**src/rtl/debounce_pkg.sv**
```systemverilog
// Shared constants and helpers for the button debounce bank.
// Latency: n/a (compile-time only).
// Backpressure: n/a.
package debounce_pkg;

    // Default stability window, roughly 0.17 s at 100 MHz.
    localparam int DEF_DEBOUNCE_CYCLES = 16777216;

    // Default long-press threshold, 0.5 s at 100 MHz.
    localparam int DEF_HOLD_CYCLES = 50000000;

    // Polarity mask with every channel treated as active-high (no inversion).
    localparam logic [63:0] ALL_ACTIVE_HIGH = '0;

    // Ceiling log2, used to size counters; clog2(1) = 0, clog2(2) = 1.
    function automatic int clog2(input int v);
        int r;
        r = 0;
        for (int i = 0; i < 31; i++) begin
            if ((1 << i) < v) begin
                r = i + 1;
            end
        end
        return r;
    endfunction

endpackage

```
**src/rtl/debounce_channel.sv**
```systemverilog
// One debounced button: 2-flop sync, symmetric stability counter, press/release pulses, long-press hold.
// Latency: raw change sampled at edge 0 and held stable shows on o_btn_state at edge DEBOUNCE_CYCLES+1.
// Backpressure: none; free-running, outputs update every cycle.
module debounce_channel
    import debounce_pkg::*;
#(
    parameter int   DEBOUNCE_CYCLES = DEF_DEBOUNCE_CYCLES,
    parameter int   HOLD_CYCLES     = DEF_HOLD_CYCLES,
    parameter logic INVERT          = 1'b0
) (
    input  logic i_clk,
    input  logic i_rst,
    input  logic i_btn,
    output logic o_btn_state,
    output logic o_press,
    output logic o_release,
    output logic o_hold
);

    // DEBOUNCE_CYCLES must be at least 2, so CNT_W is always >= 1.
    localparam int CNT_W = clog2(DEBOUNCE_CYCLES);
    // A zero hold threshold disables hold; keep a 1-bit counter so widths stay legal.
    localparam bit HOLD_EN = (HOLD_CYCLES > 0);
    localparam int HOLD_W  = HOLD_EN ? clog2(HOLD_CYCLES + 1) : 1;

    localparam logic [CNT_W-1:0]  CNT_MAX  = CNT_W'(DEBOUNCE_CYCLES - 1);
    localparam logic [HOLD_W-1:0] HOLD_MAX = HOLD_EN ? HOLD_W'(HOLD_CYCLES) : '0;

    logic              raw;
    logic              s1_q, s1_d;
    logic              s2_q, s2_d;
    logic [CNT_W-1:0]  cnt_q, cnt_d;
    logic              state_q, state_d;
    logic              press_q, press_d;
    logic              release_q, release_d;
    logic [HOLD_W-1:0] hcnt_q, hcnt_d;
    logic              hold_q, hold_d;

    // Fold polarity in before synchronising so all downstream logic sees 1 = pressed.
    assign raw = i_btn ^ INVERT;

    // Synchroniser and debounce counter: a level change is taken only after
    // DEBOUNCE_CYCLES consecutive samples that disagree with the current state;
    // any agreeing sample restarts the window.
    always_comb begin
        s1_d    = raw;
        s2_d    = s1_q;
        cnt_d   = cnt_q;
        state_d = state_q;
        if (s2_q == state_q) begin
            cnt_d = '0;
        end else if (cnt_q == CNT_MAX) begin
            state_d = s2_q;
            cnt_d   = '0;
        end else begin
            cnt_d = cnt_q + CNT_W'(1);
        end
    end

    // Edge pulses are registered alongside the state so they line up with
    // the first cycle the new level is visible.
    always_comb begin
        press_d   = state_d & ~state_q;
        release_d = ~state_d & state_q;
    end

    // Hold counter counts cycles spent pressed (saturating). Hold is derived from
    // the next-state values so it rises HOLD_CYCLES after the press pulse and
    // drops in the same cycle as the release pulse.
    always_comb begin
        hcnt_d = hcnt_q;
        if (!state_q) begin
            hcnt_d = '0;
        end else if (hcnt_q != HOLD_MAX) begin
            hcnt_d = hcnt_q + HOLD_W'(1);
        end
        hold_d = HOLD_EN && state_d && (hcnt_d == HOLD_MAX);
    end

    // State registers; reset discards any in-progress count without pulsing.
    always_ff @(posedge i_clk or posedge i_rst) begin
        if (i_rst) begin
            s1_q      <= 1'b0;
            s2_q      <= 1'b0;
            cnt_q     <= '0;
            state_q   <= 1'b0;
            press_q   <= 1'b0;
            release_q <= 1'b0;
            hcnt_q    <= '0;
            hold_q    <= 1'b0;
        end else begin
            s1_q      <= s1_d;
            s2_q      <= s2_d;
            cnt_q     <= cnt_d;
            state_q   <= state_d;
            press_q   <= press_d;
            release_q <= release_d;
            hcnt_q    <= hcnt_d;
            hold_q    <= hold_d;
        end
    end

    assign o_btn_state = state_q;
    assign o_press     = press_q;
    assign o_release   = release_q;
    assign o_hold      = hold_q;

endmodule

```
**src/rtl/debounce_bank.sv**
```systemverilog
// Bank of N_CH independent debounced buttons sharing one clock and reset.
// Latency: per channel, DEBOUNCE_CYCLES+1 edges from first changed sample to o_btn_state.
// Backpressure: none; channels are free-running and uncoupled.
module debounce_bank
    import debounce_pkg::*;
#(
    parameter int              N_CH            = 4,
    parameter int              DEBOUNCE_CYCLES = DEF_DEBOUNCE_CYCLES,
    parameter int              HOLD_CYCLES     = DEF_HOLD_CYCLES,
    parameter logic [N_CH-1:0] ACTIVE_LOW      = N_CH'(ALL_ACTIVE_HIGH)
) (
    input  logic            i_clk,
    input  logic            i_rst,
    input  logic [N_CH-1:0] i_btn,
    output logic [N_CH-1:0] o_btn_state,
    output logic [N_CH-1:0] o_press,
    output logic [N_CH-1:0] o_release,
    output logic [N_CH-1:0] o_hold
);

    // One channel per input bit; the polarity mask bit selects inversion.
    for (genvar c = 0; c < N_CH; c++) begin : g_ch
        debounce_channel #(
            .DEBOUNCE_CYCLES (DEBOUNCE_CYCLES),
            .HOLD_CYCLES     (HOLD_CYCLES),
            .INVERT          (ACTIVE_LOW[c])
        ) u_ch (
            .i_clk       (i_clk),
            .i_rst       (i_rst),
            .i_btn       (i_btn[c]),
            .o_btn_state (o_btn_state[c]),
            .o_press     (o_press[c]),
            .o_release   (o_release[c]),
            .o_hold      (o_hold[c])
        );
    end

endmodule

```
**config.mk**
```make
export PLATFORM = sky130hd
export DESIGN_NAME = debounce_bank
export DESIGN_NICKNAME = d
export VERILOG_FILES = /design/src/rtl/debounce_pkg.sv /design/src/rtl/debounce_channel.sv /design/src/rtl/debounce_bank.sv
export SDC_FILE = /design/constraint.sdc
export NUM_CORES = 1
export LEC_CHECK = 0
export CAP_MARGIN = 10
export CORE_MARGIN = 2
export CORE_UTILIZATION = 50
export DETAILED_ROUTE_END_ITERATION = 8
export PLACE_DENSITY = 0.69
export SLEW_MARGIN = 0
export SYNTH_ARGS = -nofsm -noshare
export SYNTH_HDL_FRONTEND = slang
export SYNTH_SLANG_ARGS = --single-unit
```
**constraint.sdc**
```tcl
create_clock -name i_clk -period 8.1 [get_ports i_clk]
set_input_delay 0.81 -clock i_clk [delete_from_list [all_inputs] [get_ports i_clk]]
set_output_delay 0.81 -clock i_clk [all_outputs]
set_load 0.01 [all_outputs]
```
---- Word level (Yosys, flattened, before mapping) ----
Index checks and enable logic that the tools add are counted.
word-level totals
  register bits ........................... 224
  bits of input ports ..................... 6
  output and inout port bits .............. 16
  logic and storage cells ................. 100
cells by class
  add/sub/neg operators ................... 8
  eq/ne operators ......................... 16
  muxes and demuxes ....................... 24
  bitwise logic cells ..................... 16
  reductions and logical operators ........ 4
operator list
  kind                                            number
  2-to-1 mux 26 bit                               8
  2-to-1 mux 24 bit                               8
  adder 26 x 1 -> 26 bit (second input constant)  4
  equality test 26 bit (second input constant)    4
  inequality test 26 bit (second input constant)  4
  adder 24 x 1 -> 24 bit (second input constant)  4
  equality test 24 bit (second input constant)    4
  AND 1 bit                                       8
  2-to-1 mux 1 bit                                8
  inverter 1 bit                                  8
  equality test 1 bit                             4
  logical AND 1 bit                               4

---- Depth between registers and ports, before layout ----
  word-level depth ........................ 5
  mapped depth ............................ 9
  depth with buffers taken out ............ 9

---- Modules after synthesis ----
From an unflattened synthesis, not the netlist that was laid out.
second synthesis, totals
  cell total of the unflattened synthesis .. 1218
  area, all modules ....................... 11692.5 µm²
by module, submodules not included
  module                                times used  cells each  area an instance (µm²)
  debounce_channel at g_ch[1].u_ch ...  3           302         2899.0
  debounce_channel at g_ch[0].u_ch      1           312         2995.4

---- Least setup slack after synthesis ----
OpenSTA, ideal clock, no wires.
  kind .................................... register to register
  from .................................... register g_ch[2].u_ch.hcnt_q[0]
  to ...................................... register g_ch[2].u_ch.hold_q
  setup time .............................. 0.096 ns
  arrival ................................. 2.593 ns
  path slack .............................. 5.411 ns
  cell stages (with the launch flop) ...... 10
  path buffers ............................ 1
  period minus slack after synthesis ...... 2.689 ns
  cells stage by stage .................... dfrtp_1 ha_1 inv_1 or4_1 clkbuf_1 nor4_1 xnor2_1 nor3b_1 or4b_1 nor4_2
on the way
  word-level cells in the longest chain between the ends .. 5
  elaborated cells on any way between the ends .. 6
RTL lines
  what                                                              line                                            text
  from (decl)                                                       debounce_channel.sv:36                          logic [HOLD_W-1:0] hcnt_q, hcnt_d;
  from (signal assigned)                                            debounce_channel.sv:98                          hcnt_q <= hcnt_d;
  adder 26 x 1 -> 26 bit or inequality test 26 bit (tied branches)  debounce_channel.sv:75, debounce_channel.sv:74
  2-to-1 mux 26 bit (*)                                             debounce_channel.sv:74                          end else if (hcnt_q != HOLD_MAX) begin
  2-to-1 mux 26 bit (*)                                             debounce_channel.sv:72                          if (!state_q) begin
  named net g_ch[2].u_ch.hcnt_d[24]                                 debounce_channel.sv:36
  equality test 26 bit (*)                                          debounce_channel.sv:77                          hold_d = HOLD_EN && state_d && (hcnt_d == HOLD_MAX);
  logical AND 1 bit (*)                                             debounce_channel.sv:77
  named net g_ch[2].u_ch.hold_d                                     debounce_channel.sv:37                          logic hold_q, hold_d;
  to (signal assigned)                                              debounce_channel.sv:99                          hold_q <= hold_d;
  to (decl)                                                         debounce_channel.sv:37
Mark *: on every way through the listed nets, which the timed path passes. The rest lies on a longest branch.

---- Worst setup path in the final report ----
  from .................................... register g_ch[2].u_ch.hcnt_q[1]
  to ...................................... register g_ch[2].u_ch.hold_q
The elaborated chain is that of the path after synthesis.

==> impl_metrics.tcl <==
set metrics [dict create \
    status "finished, final reports clean" \
    synth_flop_cell "dfrtp_1" \
    whs_ns 0.348 \
    final_common_cell "dfrtp_1" \
    cts_buffers 26 \
    clk_path_buf_depth 3 \
    ys_warn_count 0 \
    critPathKind "reg2reg" \
    hold_violations 0 \
    worst_setup_path_start_kind "flop" \
    crit_chain "ha_1 > inv_1 > or4_1 > nor4_1 > xnor2_1 > nor3b_1 > or4b_1 > nor4_2" \
    port_buffers 21 \
    fillers 1980 \
    grt_pass1_vias 8128 \
    post-dp-hpwl_um 14100 \
    core_region_area_um2 22600 \
    critPathRequiredTime_ns 8.53 \
    clkTransAtPathRegs_ns 0.06 \
    power_mw 2.40 \
    synth-edff-count 0 \
    drive_above_1_share_pct 6.59 \
    power.density_nw_per_um2 189 \
    async_reset_ff_share_pct 100 \
    rrSetupSlack_ns 5.20 \
    cts_sinks 224 \
    syn-num-nets 1195 \
    synth_seq_cells 224 \
    fin_skew_ns 0.0128 \
    max_freq_ghz 0.345 \
    grt_remaining_overflow 0 \
    rows 55 \
    cp-end-kind "flop" \
    cts_setup_buffers 0 \
    period_share_pct 35.8 \
    grt_usage_pct 18.6 \
    rsz0062_at_grt "false" \
    cts_tree "done" \
    antennaDiodeCount 0 \
    syn_avg_cell_area_um2 9.74 \
    vias_per_cell 5.46 \
    tns_ns 0 \
    place_congestion 0.873 \
    final_area_um2 12700 \
    detail_route.first_pass.iterations 5 \
    clk_latency_ns 0.52 \
    seqCellArea_um2 5610 \
    placed_cells 1436 \
    irDropWorstVdd_v 0.000157 \
    worstMarginPinSlew_ns 0.869 \
    postCtsHoldBufs 0 \
    stdcell_count 1483 \
    drc 0 \
    avgRoutedWirePerCell_um 14.4 \
    postRouteAntennaNets 0 \
    grt_pass1_wl_um 38200 \
    critPathSlowestCell "or4_1" \
    ioPinCount 22 \
    max_slew_margin_pct 41.5 \
    layout.nets 1197 \
    cts_max_level 1 \
    cp_max_fo 8 \
    die_h_um 155 \
    die_w_um 155 \
    drv_slew 0 \
    synthCells 1177 \
    critical_path_arrival_ns 3.33 \
    area_growth_pct 11.0 \
    antenna_found_initial 0 \
    synth_area_um2 11500 \
    first_iter_violations 433 \
    vias 8102 \
    cts_resized 0 \
    grt_max_degree 93 \
    setup_viol 0 \
    dpl_cell_area_um2 11800 \
    multi_input_area_um2 5490 \
    routed_wl_um 21400 \
    yosysUniqueCellTypes 55 \
    drv_cap 0 \
    start_util_pct 50.8 \
    cts_root_buf "clkbuf_16" \
    final_cell_mix "dfrtp_1 (224), nor2_1 (152), xnor2_1 (91)" \
    hold_class "reg2reg" \
    slowest_delay_ns 0.68 \
    die_area_um2 24200 \
    leakage_nw 5.26 \
    yosysSeqAreaShare_pct 48.9 \
    fin_crit_ns 2.90 \
]
cells in the mapped netlist, types with 20 or more instances:
master	instances	area share (%)
nor2_1	152	5.0
dfrtp_1	224	49
nand2_1	88	2.9
xnor2_1	91	7.0
nand3_1	76	3.3
inv_1	28	0.92
xor2_1	87	6.6
and2_1	56	3.1
nor4_1	20	1.1
and3_1	29	1.6
nand4_1	53	2.9
nor3_1	30	1.3
clkbuf_1	31	1.0
through the flow:
| step | worst slack (ns) | util (%) |
|---|---|---|
| finish | 5.20 | 56.4 |
| global route | 4.98 | 56.4 |
| CTS | 5.20 | 56.4 |
| detailed placement | 5.23 | 52.3 |
| global placement | 5.24 | 52.3 |
| floorplan | 1.16 | - |
logic make-up (layout without fill, tap and decap cells):
| kind of cell | after synthesis | after routing | share of synthesized area, % |
|---|---|---|---|
| simple gates | 618 | 618 | 29.1 |
| flops | 224 | 224 | 48.9 |
| xor+xnor | 178 | 178 | 13.6 |
| buf+inv | 79 | 100 | 3.22 |
| compound gates | 57 | 57 | 3.02 |
| fa+ha+maj | 12 | 12 | 1.31 |
| mux | 9 | 9 | 0.830 |
critical path: cells and delay by family (launching register included):
family	cells	cell delay [ns]
flops	1	0.43
buf+inv	1	0.10
simple gates	5	1.81
xor+xnor	1	0.16
fa+ha+maj	1	0.29
layout make-up:
| cell class | instances | share of cell area (%) |
|---|---|---|
| flip-flops and latches | 224 | 44.1 |
| clock inverters | 12 | 1.35 |
| repair buffers | 25 | 1.89 |
| multi-input cells | 874 | 43.1 |
| clock buffers | 35 | 5.86 |
| well taps | 285 | 2.80 |
| inverters | 28 | 0.885 |
power by group:
group	total, mW	switching (mW)	leakage (nW)	internal [mW]
clock network	1.23	0.456	0.449	0.772
registers	1.13	0.00647	3.10	1.13
logic	0.0408	0.0325	1.71	0.00834
total	2.40	0.495	5.26	1.91
final timing paths:
check / startpoint / endpoint / cells past startpoint
setup / recovery: g_ch[2].u_ch.hcnt_q[1] / g_ch[2].u_ch.o_hold / 8
hold / removal: g_ch[2].u_ch.s1_q / g_ch[2].u_ch.s2_q / 0
setup reg to reg: g_ch[2].u_ch.hcnt_q[1] / g_ch[2].u_ch.o_hold / 8
hold reg to reg: g_ch[2].u_ch.s1_q / g_ch[2].u_ch.s2_q / 0
max in group asynchronous: i_rst / g_ch[2].u_ch.hcnt_q[4] / 3
min in group asynchronous: i_rst / g_ch[2].u_ch.cnt_q[18] / 2
flip-flops by register name, indices dropped and copies added, names as in the netlist:
signal	flops
g_ch.u_ch.cnt_q	96
g_ch.u_ch.o_release	4
g_ch.u_ch.o_btn_state	4
g_ch.u_ch.s2_q	4
g_ch.u_ch.hcnt_q	104
g_ch.u_ch.o_press	4
g_ch.u_ch.o_hold	4
g_ch.u_ch.s1_q	4
routing by layer:
layer | vias up | wire, um | global-route usage, %
met1 | 3937 | 10400 | 26.4
met3 | 41 | 630 | 2.53
met2 | 106 | 9880 | 29.9
met4 | 0 | 521 | 5.55
li1 | 4018 | - | -
met5 | - | 0 | 0
Note: power is estimated with default switching activity, not from simulation.
